## src/rtl/keypad_scanner.sv

```systemverilog
// 4x4 matrix keypad scanner: column scan, frame classification, debounce and strobe generation.
// Optional auto-repeat of the held key is built only when KEYPAD_REPEAT_EN is defined.
module keypad_scanner #(
  parameter int unsigned SCAN_DIV      = 1000,
  parameter int unsigned DEBOUNCE      = 4,
  parameter int unsigned STROBE_LEN    = 100,
  parameter int unsigned REPEAT_FRAMES = 2000
) (
  input  logic       CLK,
  input  logic       RST,
  input  logic [3:0] row,
  output logic [3:0] col,
  output logic [3:0] hex1,
  output logic [3:0] hex0,
  output logic       kbstrobe,
  output logic       keyup
);

  localparam int unsigned DIV_W = (SCAN_DIV > 1) ? $clog2(SCAN_DIV) : 1;
  localparam int unsigned DB_W  = $clog2(DEBOUNCE + 1);
  localparam int unsigned STB_W = $clog2(STROBE_LEN + 1);

  typedef enum logic {DRIVE, SAMPLE} state_e;

  state_e             state_q, state_d;
  logic [DIV_W-1:0]   div_cnt_q, div_cnt_d;
  logic [1:0]         col_idx_q, col_idx_d;
  logic [1:0]         acc_cnt_q, acc_cnt_d;
  logic [3:0]         acc_code_q, acc_code_d;
  logic [4:0]         prev_res_q, prev_res_d;
  logic [DB_W-1:0]    stable_q, stable_d;
  logic [3:0]         hex0_q, hex0_d;
  logic               keyup_q, keyup_d;
  logic [STB_W-1:0]   strobe_cnt_q, strobe_cnt_d;

  logic [3:0] active;
  logic [2:0] hits, sum;
  logic [1:0] row_idx, base_cnt, new_cnt;
  logic [3:0] base_code, new_code;
  logic [4:0] res;
  logic       frame_end, same, accept, changed, start;

`ifdef KEYPAD_REPEAT_EN
  localparam int unsigned REP_W = (REPEAT_FRAMES > 1) ? $clog2(REPEAT_FRAMES) : 1;
  logic [REP_W-1:0] rep_cnt_q, rep_cnt_d;
`endif

  function automatic logic [3:0] key_code(input logic [3:0] rc);
    logic [3:0] code;
    case (rc)
      4'd0:  code = 4'h1;  4'd1:  code = 4'h2;  4'd2:  code = 4'h3;  4'd3:  code = 4'hA;
      4'd4:  code = 4'h4;  4'd5:  code = 4'h5;  4'd6:  code = 4'h6;  4'd7:  code = 4'hB;
      4'd8:  code = 4'h7;  4'd9:  code = 4'h8;  4'd10: code = 4'h9;  4'd11: code = 4'hC;
      4'd12: code = 4'hE;  4'd13: code = 4'h0;  4'd14: code = 4'hF;  default: code = 4'hD;
    endcase
    return code;
  endfunction

  always_comb begin
    state_d      = state_q;
    div_cnt_d    = div_cnt_q;
    col_idx_d    = col_idx_q;
    acc_cnt_d    = acc_cnt_q;
    acc_code_d   = acc_code_q;
    prev_res_d   = prev_res_q;
    stable_d     = stable_q;
    hex0_d       = hex0_q;
    keyup_d      = keyup_q;
    strobe_cnt_d = strobe_cnt_q;
    active       = ~row;
    hits         = 3'(active[0]) + 3'(active[1]) + 3'(active[2]) + 3'(active[3]);
    row_idx      = '0;
    base_cnt     = '0;
    base_code    = '0;
    sum          = '0;
    new_cnt      = '0;
    new_code     = '0;
    res          = '0;
    frame_end    = 1'b0;
    same         = 1'b0;
    accept       = 1'b0;
    changed      = 1'b0;
    start        = 1'b0;
`ifdef KEYPAD_REPEAT_EN
    rep_cnt_d    = rep_cnt_q;
`endif

    for (int unsigned i = 0; i < 4; i++) begin
      if (active[i]) row_idx = 2'(i);
    end

    case (state_q)
      DRIVE: begin
        if (div_cnt_q == DIV_W'(SCAN_DIV - 1)) begin
          state_d   = SAMPLE;
          div_cnt_d = '0;
        end else begin
          div_cnt_d = div_cnt_q + DIV_W'(1);
        end
      end
      default: begin
        state_d   = DRIVE;
        col_idx_d = col_idx_q + 2'd1;
        // Column 0 opens a fresh frame; the hit count saturates at 2 (MULTI)
        base_cnt  = (col_idx_q == 2'd0) ? 2'd0 : acc_cnt_q;
        base_code = (col_idx_q == 2'd0) ? 4'h0 : acc_code_q;
        sum       = 3'(base_cnt) + hits;
        new_cnt   = (sum > 3'd2) ? 2'd2 : sum[1:0];
        new_code  = (hits == 3'd1) ? key_code({row_idx, col_idx_q}) : base_code;
        acc_cnt_d  = new_cnt;
        acc_code_d = new_code;
        if (col_idx_q == 2'd3) begin
          frame_end = 1'b1;
          res       = (new_cnt == 2'd1) ? {1'b1, new_code} : 5'd0;
        end
      end
    endcase

    if (frame_end) begin
      prev_res_d = res;
      same       = (res == prev_res_q);
      if (same) begin
        stable_d = (stable_q == DB_W'(DEBOUNCE)) ? stable_q : stable_q + DB_W'(1);
      end else begin
        stable_d = DB_W'(1);
      end
      accept = (stable_d == DB_W'(DEBOUNCE)) && !(same && (stable_q == DB_W'(DEBOUNCE)));
      if (accept) begin
        if (res[4]) begin
          if (!keyup_q || (hex0_q != res[3:0])) begin
            hex0_d  = res[3:0];
            keyup_d = 1'b1;
            start   = 1'b1;
            changed = 1'b1;
          end
        end else if (keyup_q) begin
          keyup_d = 1'b0;
          changed = 1'b1;
        end
      end
`ifdef KEYPAD_REPEAT_EN
      if (changed || !keyup_q) begin
        rep_cnt_d = '0;
      end else if (rep_cnt_q == REP_W'(REPEAT_FRAMES - 1)) begin
        rep_cnt_d = '0;
        start     = 1'b1;
      end else begin
        rep_cnt_d = rep_cnt_q + REP_W'(1);
      end
`endif
    end

    if (strobe_cnt_q != '0) strobe_cnt_d = strobe_cnt_q - STB_W'(1);
    if (start) strobe_cnt_d = STB_W'(STROBE_LEN);
  end

  always_ff @(posedge CLK) begin
    if (RST) begin
      state_q      <= DRIVE;
      div_cnt_q    <= '0;
      col_idx_q    <= '0;
      acc_cnt_q    <= '0;
      acc_code_q   <= '0;
      prev_res_q   <= '0;
      stable_q     <= '0;
      hex0_q       <= '0;
      keyup_q      <= 1'b0;
      strobe_cnt_q <= '0;
    end else begin
      state_q      <= state_d;
      div_cnt_q    <= div_cnt_d;
      col_idx_q    <= col_idx_d;
      acc_cnt_q    <= acc_cnt_d;
      acc_code_q   <= acc_code_d;
      prev_res_q   <= prev_res_d;
      stable_q     <= stable_d;
      hex0_q       <= hex0_d;
      keyup_q      <= keyup_d;
      strobe_cnt_q <= strobe_cnt_d;
    end
  end

`ifdef KEYPAD_REPEAT_EN
  always_ff @(posedge CLK) begin
    if (RST) rep_cnt_q <= '0;
    else     rep_cnt_q <= rep_cnt_d;
  end
`endif

  assign col      = ~(4'b0001 << col_idx_q);
  assign hex1     = '0;
  assign hex0     = hex0_q;
  assign keyup    = keyup_q;
  assign kbstrobe = (strobe_cnt_q != '0);

endmodule

```

## config.mk

```make
export PLATFORM = sky130hd
export DESIGN_NAME = keypad_scanner
export DESIGN_NICKNAME = d
export VERILOG_FILES = /design/src/rtl/keypad_scanner.sv
export SDC_FILE = /design/constraint.sdc
export NUM_CORES = 1
export LEC_CHECK = 0
export CAP_MARGIN = 10
export CORE_UTILIZATION = 50
export CTS_BUF_LIST = sky130_fd_sc_hd__clkbuf_16
export CTS_CLUSTER_DIAMETER = 50
export DETAILED_ROUTE_END_ITERATION = 10
export HOLD_SLACK_MARGIN = 0.12
export PLACE_DENSITY = 0.71
export SLEW_MARGIN = 15
export SYNTH_ARGS = -nofsm -noshare
export SYNTH_HDL_FRONTEND = slang
export SYNTH_SLANG_ARGS = --single-unit
export TNS_END_PERCENT = 50
```

## constraint.sdc

```tcl
create_clock -name CLK -period 10.25 [get_ports CLK]
set_clock_uncertainty 0.15 [all_clocks]
set_input_delay 1.5375 -clock CLK [delete_from_list [all_inputs] [get_ports CLK]]
set_output_delay 1.5375 -clock CLK [all_outputs]
set_load 0.005 [all_outputs]
```

==> Flow_metrics.wiki <==
{| class="wikitable"
! Metric !! Value
|-
| Maximum vdd drop || 0.0001284 V
|-
| Post-CTS setup-driven buffer insertion count || 0
|-
| CTS root buffer || clkbuf_16
|-
| Post-synthesis to final-layout area growth || 12.19%
|-
| Quantity of I/O buffers inserted on ports || 15
|-
| Maximum number of pins on one net before global-route repair || 33
|-
| Max Buffers Root-to-Sink || 2
|-
| Final critical delay including setup and external delays || 5.724 ns
|-
| RSZ-0062 raised after global routing || no
|-
| Width of the die || just under 70 um
|-
| Clock tree from TritonCTS || yes
|-
| Number of placement rows || 24
|-
| Clk sinks || 39
|-
| Multiplexer area fraction after synthesis || 2.227%
|-
| Post-synthesis share of cell area spent on and, or, nand and nor gates || 24.67%
|-
| Number of antenna violations at the first check in global routing || 0
|-
| Startpoint type of the worst setup path || input pin
|-
| Cell count after placement || 317
|-
| Dominant combinational cell family by area after synthesis || simple AND/OR/NAND/NOR gates
|-
| Status || complete, no violations
|-
| Pre-CTS setup slack || 4.194 ns
|-
| Hold-fix buffers, CTS || 0
|-
| Fmax || 0.1747 GHz
|-
| Remaining max-slew budget at the tightest pin || around 37%
|-
| Total die area || about 4800 um^2
|-
| Area after DPL || 2390 um^2
|-
| Final global-route overflow total || 0
|-
| Finished Cell Area || 2521 um^2
|-
| Number of fillers in the final layout || roughly 400
|-
| Commonest non-fill, non-tap cells in the layout || 39 x dfxtp_1, 31 x nor2_1, 18 x nand2_1, 17 x a21oi_1, 15 x inv_1
|-
| Total wire length || 4270 um
|-
| Distinct cell type count of the synthesized netlist || 53
|-
| Register bit count reported by yosys || 39
|-
| Setup TNS || 0 ns
|-
| Area of combinational cells with multiple inputs || 1338 um^2
|-
| Diodes inserted || 0
|-
| Total of warnings raised by yosys || 0
|-
| Fraction of the cycle the final worst path needs || between 50% and 60%
|-
| DRC violation count after routing || 0
|-
| Initial cell density of the core || between 50% and 60%
|-
| Via density per instance || 5.462
|-
| Summed instance area of the synthesized netlist || 2247 um^2
|-
| Cell leakage power || around 0.96 nW
|-
| Post-synthesis async set-or-reset flop share || 0%
|-
| Power Dens Cells || ~160 nW/um^2
|-
| Xor-xnor portion of the synthesized cell area || 7.795%
|-
| Portion of the post-synthesis area used by sequential elements || 34.74%
|-
| Layout cell share with drive strength beyond 1 || 6.227%
|-
| Number of hold violations in the final report || 0
|-
| Number of nets at the end of the flow || 293
|-
| Average cell area after synthesis || 8.610 um^2
|-
| Final ANT Viol Nets || 0
|-
| Gp weighted congestion || between 0.8 and 0.9
|-
| Commonest non-fill, non-tap cell in the layout || dfxtp_1
|-
| Global-route wire length before repair || 7652 um
|-
| Clock transition at the register clock pins on the worst setup and hold paths after CTS || 0.05 ns
|-
| Max Transition Viols Final || 0
|-
| Worst hold-check path type || register to register
|-
| Later-pin clock latency in the skew report || ~0.28 ns
|-
| Overall Global Routing Usage || 19.85%
|-
| Worst setup path class || input pin to register
|-
| Max_cap viols || 0
|-
| Crit path capture type || register
|-
| First-pass iteration count of the detailed router || 4
|-
| TritonCTS Buffers || 5
|-
| Smallest setup slack after layout || 4.526 ns
|-
| Die H || slightly below 70 um
|-
| Cells resized by post-CTS repair || 0
|-
| Drt first-iter violations || 101
|-
| Via count of the first global-routing pass || 1620
|-
| Complex-gate fraction of the synthesized area || around 15%
|-
| Hpwl dp || 3080 um
|-
| Area inside the core boundary || around 4300 um^2
|-
| Final standard cell count with taps included and fillers excluded || 325
|-
| Count of flip-flops with a built-in enable after synthesis || 0
|-
| Top_reg_cell synth || dfxtp_1
|-
| Number of H-tree levels || 2
|-
| WL per Instance || 13.14 um
|-
| Number of instances in the synthesized netlist || 261
|-
| Final setup violation count || 0
|-
| Arr. time, crit path || 5.76 ns
|-
| Io pins || 20
|-
| Vias || about 1800
|-
| Register area || between 700 and 800 um^2
|-
| Maximum net fanout on the critical path || 12
|-
| Required time of the worst setup path || 10.29 ns
|-
| Total Power Consumption || 0.3991 mW
|-
| Synthesized-area fraction occupied by adder cells || 9.020%
|-
| Least-Margin Pin Slew || 0.9294 ns
|}
[cell usage after synthesis (3+ instances only)]
library cell,number,area (um^2)
xor2_1,12,105.1
a211oi_1,6,45.04
a31oi_1,3,18.77
ha_1,13,162.7
buf_4,4,30.03
nor2b_1,9,56.30
clkbuf_1,7,26.28
nand3_1,6,30.03
o21a_1,4,30.03
nor3_1,7,35.03
mux2i_1,5,50.05
dfxtp_1,39,780.8
nand2b_1,7,43.79
nor4_1,4,25.02
o21ai_0,3,15.01
nor2_1,31,116.4
inv_1,14,52.55
a21oi_1,17,85.08
nand2_1,18,67.56
a41oi_1,3,26.28
xnor2_1,8,70.07
[worst max-delay path, stage by stage]
cell             delay, ns
clkdlybuf4s50_1       0.61
fa_1                  0.57
inv_1                 0.05
ha_1                  0.18
ha_1                  0.35
fa_1                  0.51
and4b_1               0.27
nand2_1               0.16
nor3_1                0.45
xor2_1                0.12
or4_4                 0.55
and3_4                0.21
nor4_1                0.21
[where the power goes]
group | switching, mW | leakage, nW | total (mW) | internal [mW]
sequential | 0.00674 | 0.316 | 0.168 | 0.161
combinational | 0.0470 | 0.572 | 0.0872 | 0.0402
clock | 0.0566 | 0.0701 | 0.144 | 0.0874
total | 0.110 | 0.958 | 0.399 | 0.289
[final timing paths]
check	from	end	slack (ns)	cells after the start
setup / recovery	row[3]	strobe_cnt_q[4]	4.53	13
hold / removal	strobe_cnt_q[6]	strobe_cnt_q[6]	0.32	2
setup reg to reg	col_idx_q[0]	strobe_cnt_q[4]	6.36	12
hold reg to reg	strobe_cnt_q[6]	strobe_cnt_q[6]	0.32	2
[per-layer routing]
layer	vias up	wire length [um]	track usage, %
met4	0	89	7.710
met2	27	1854	29.23
met3	9	136	5.263
li1	917	-	-
met1	822	2189	27.60
met5	-	0	0
[registers in the layout (all words and copies together) (netlist names)]
name          flops
div_cnt_q        10
strobe_cnt_q      7
prev_res_q        5
acc_code_q        4
hex0              4
stable_q          3
acc_cnt_q         2
col_idx_q         2
keyup             1
state_q           1
[cell type report]
cell class,count,share of cell area [%]
multi-input combinational,196,53.05
sequential,39,30.97
timing repair buffer,15,5.757
clock buffer,5,4.963
tap,52,2.581
inverter,15,2.233
clock inverter,3,0.4466
[cell families after synthesis]
group	after synthesis
and+or+nand+nor	103
AOI/OAI and AO/OA	49
DFF	39
buffers and inverters	29
xor gates and xnor gates	20
adders and majority gates	15
muxes	5
other	1
[through the flow]
stage	util [%]	hold WS, ns
final	58.30	0.3171
after global routing	58.30	0.3204
after CTS	58.42	0.3111
after detailed placement	55.27	0.2998
after global placement	55.27	0.2934
after floorplan	-	0.2867
Power figures use the tool's default switching activity.
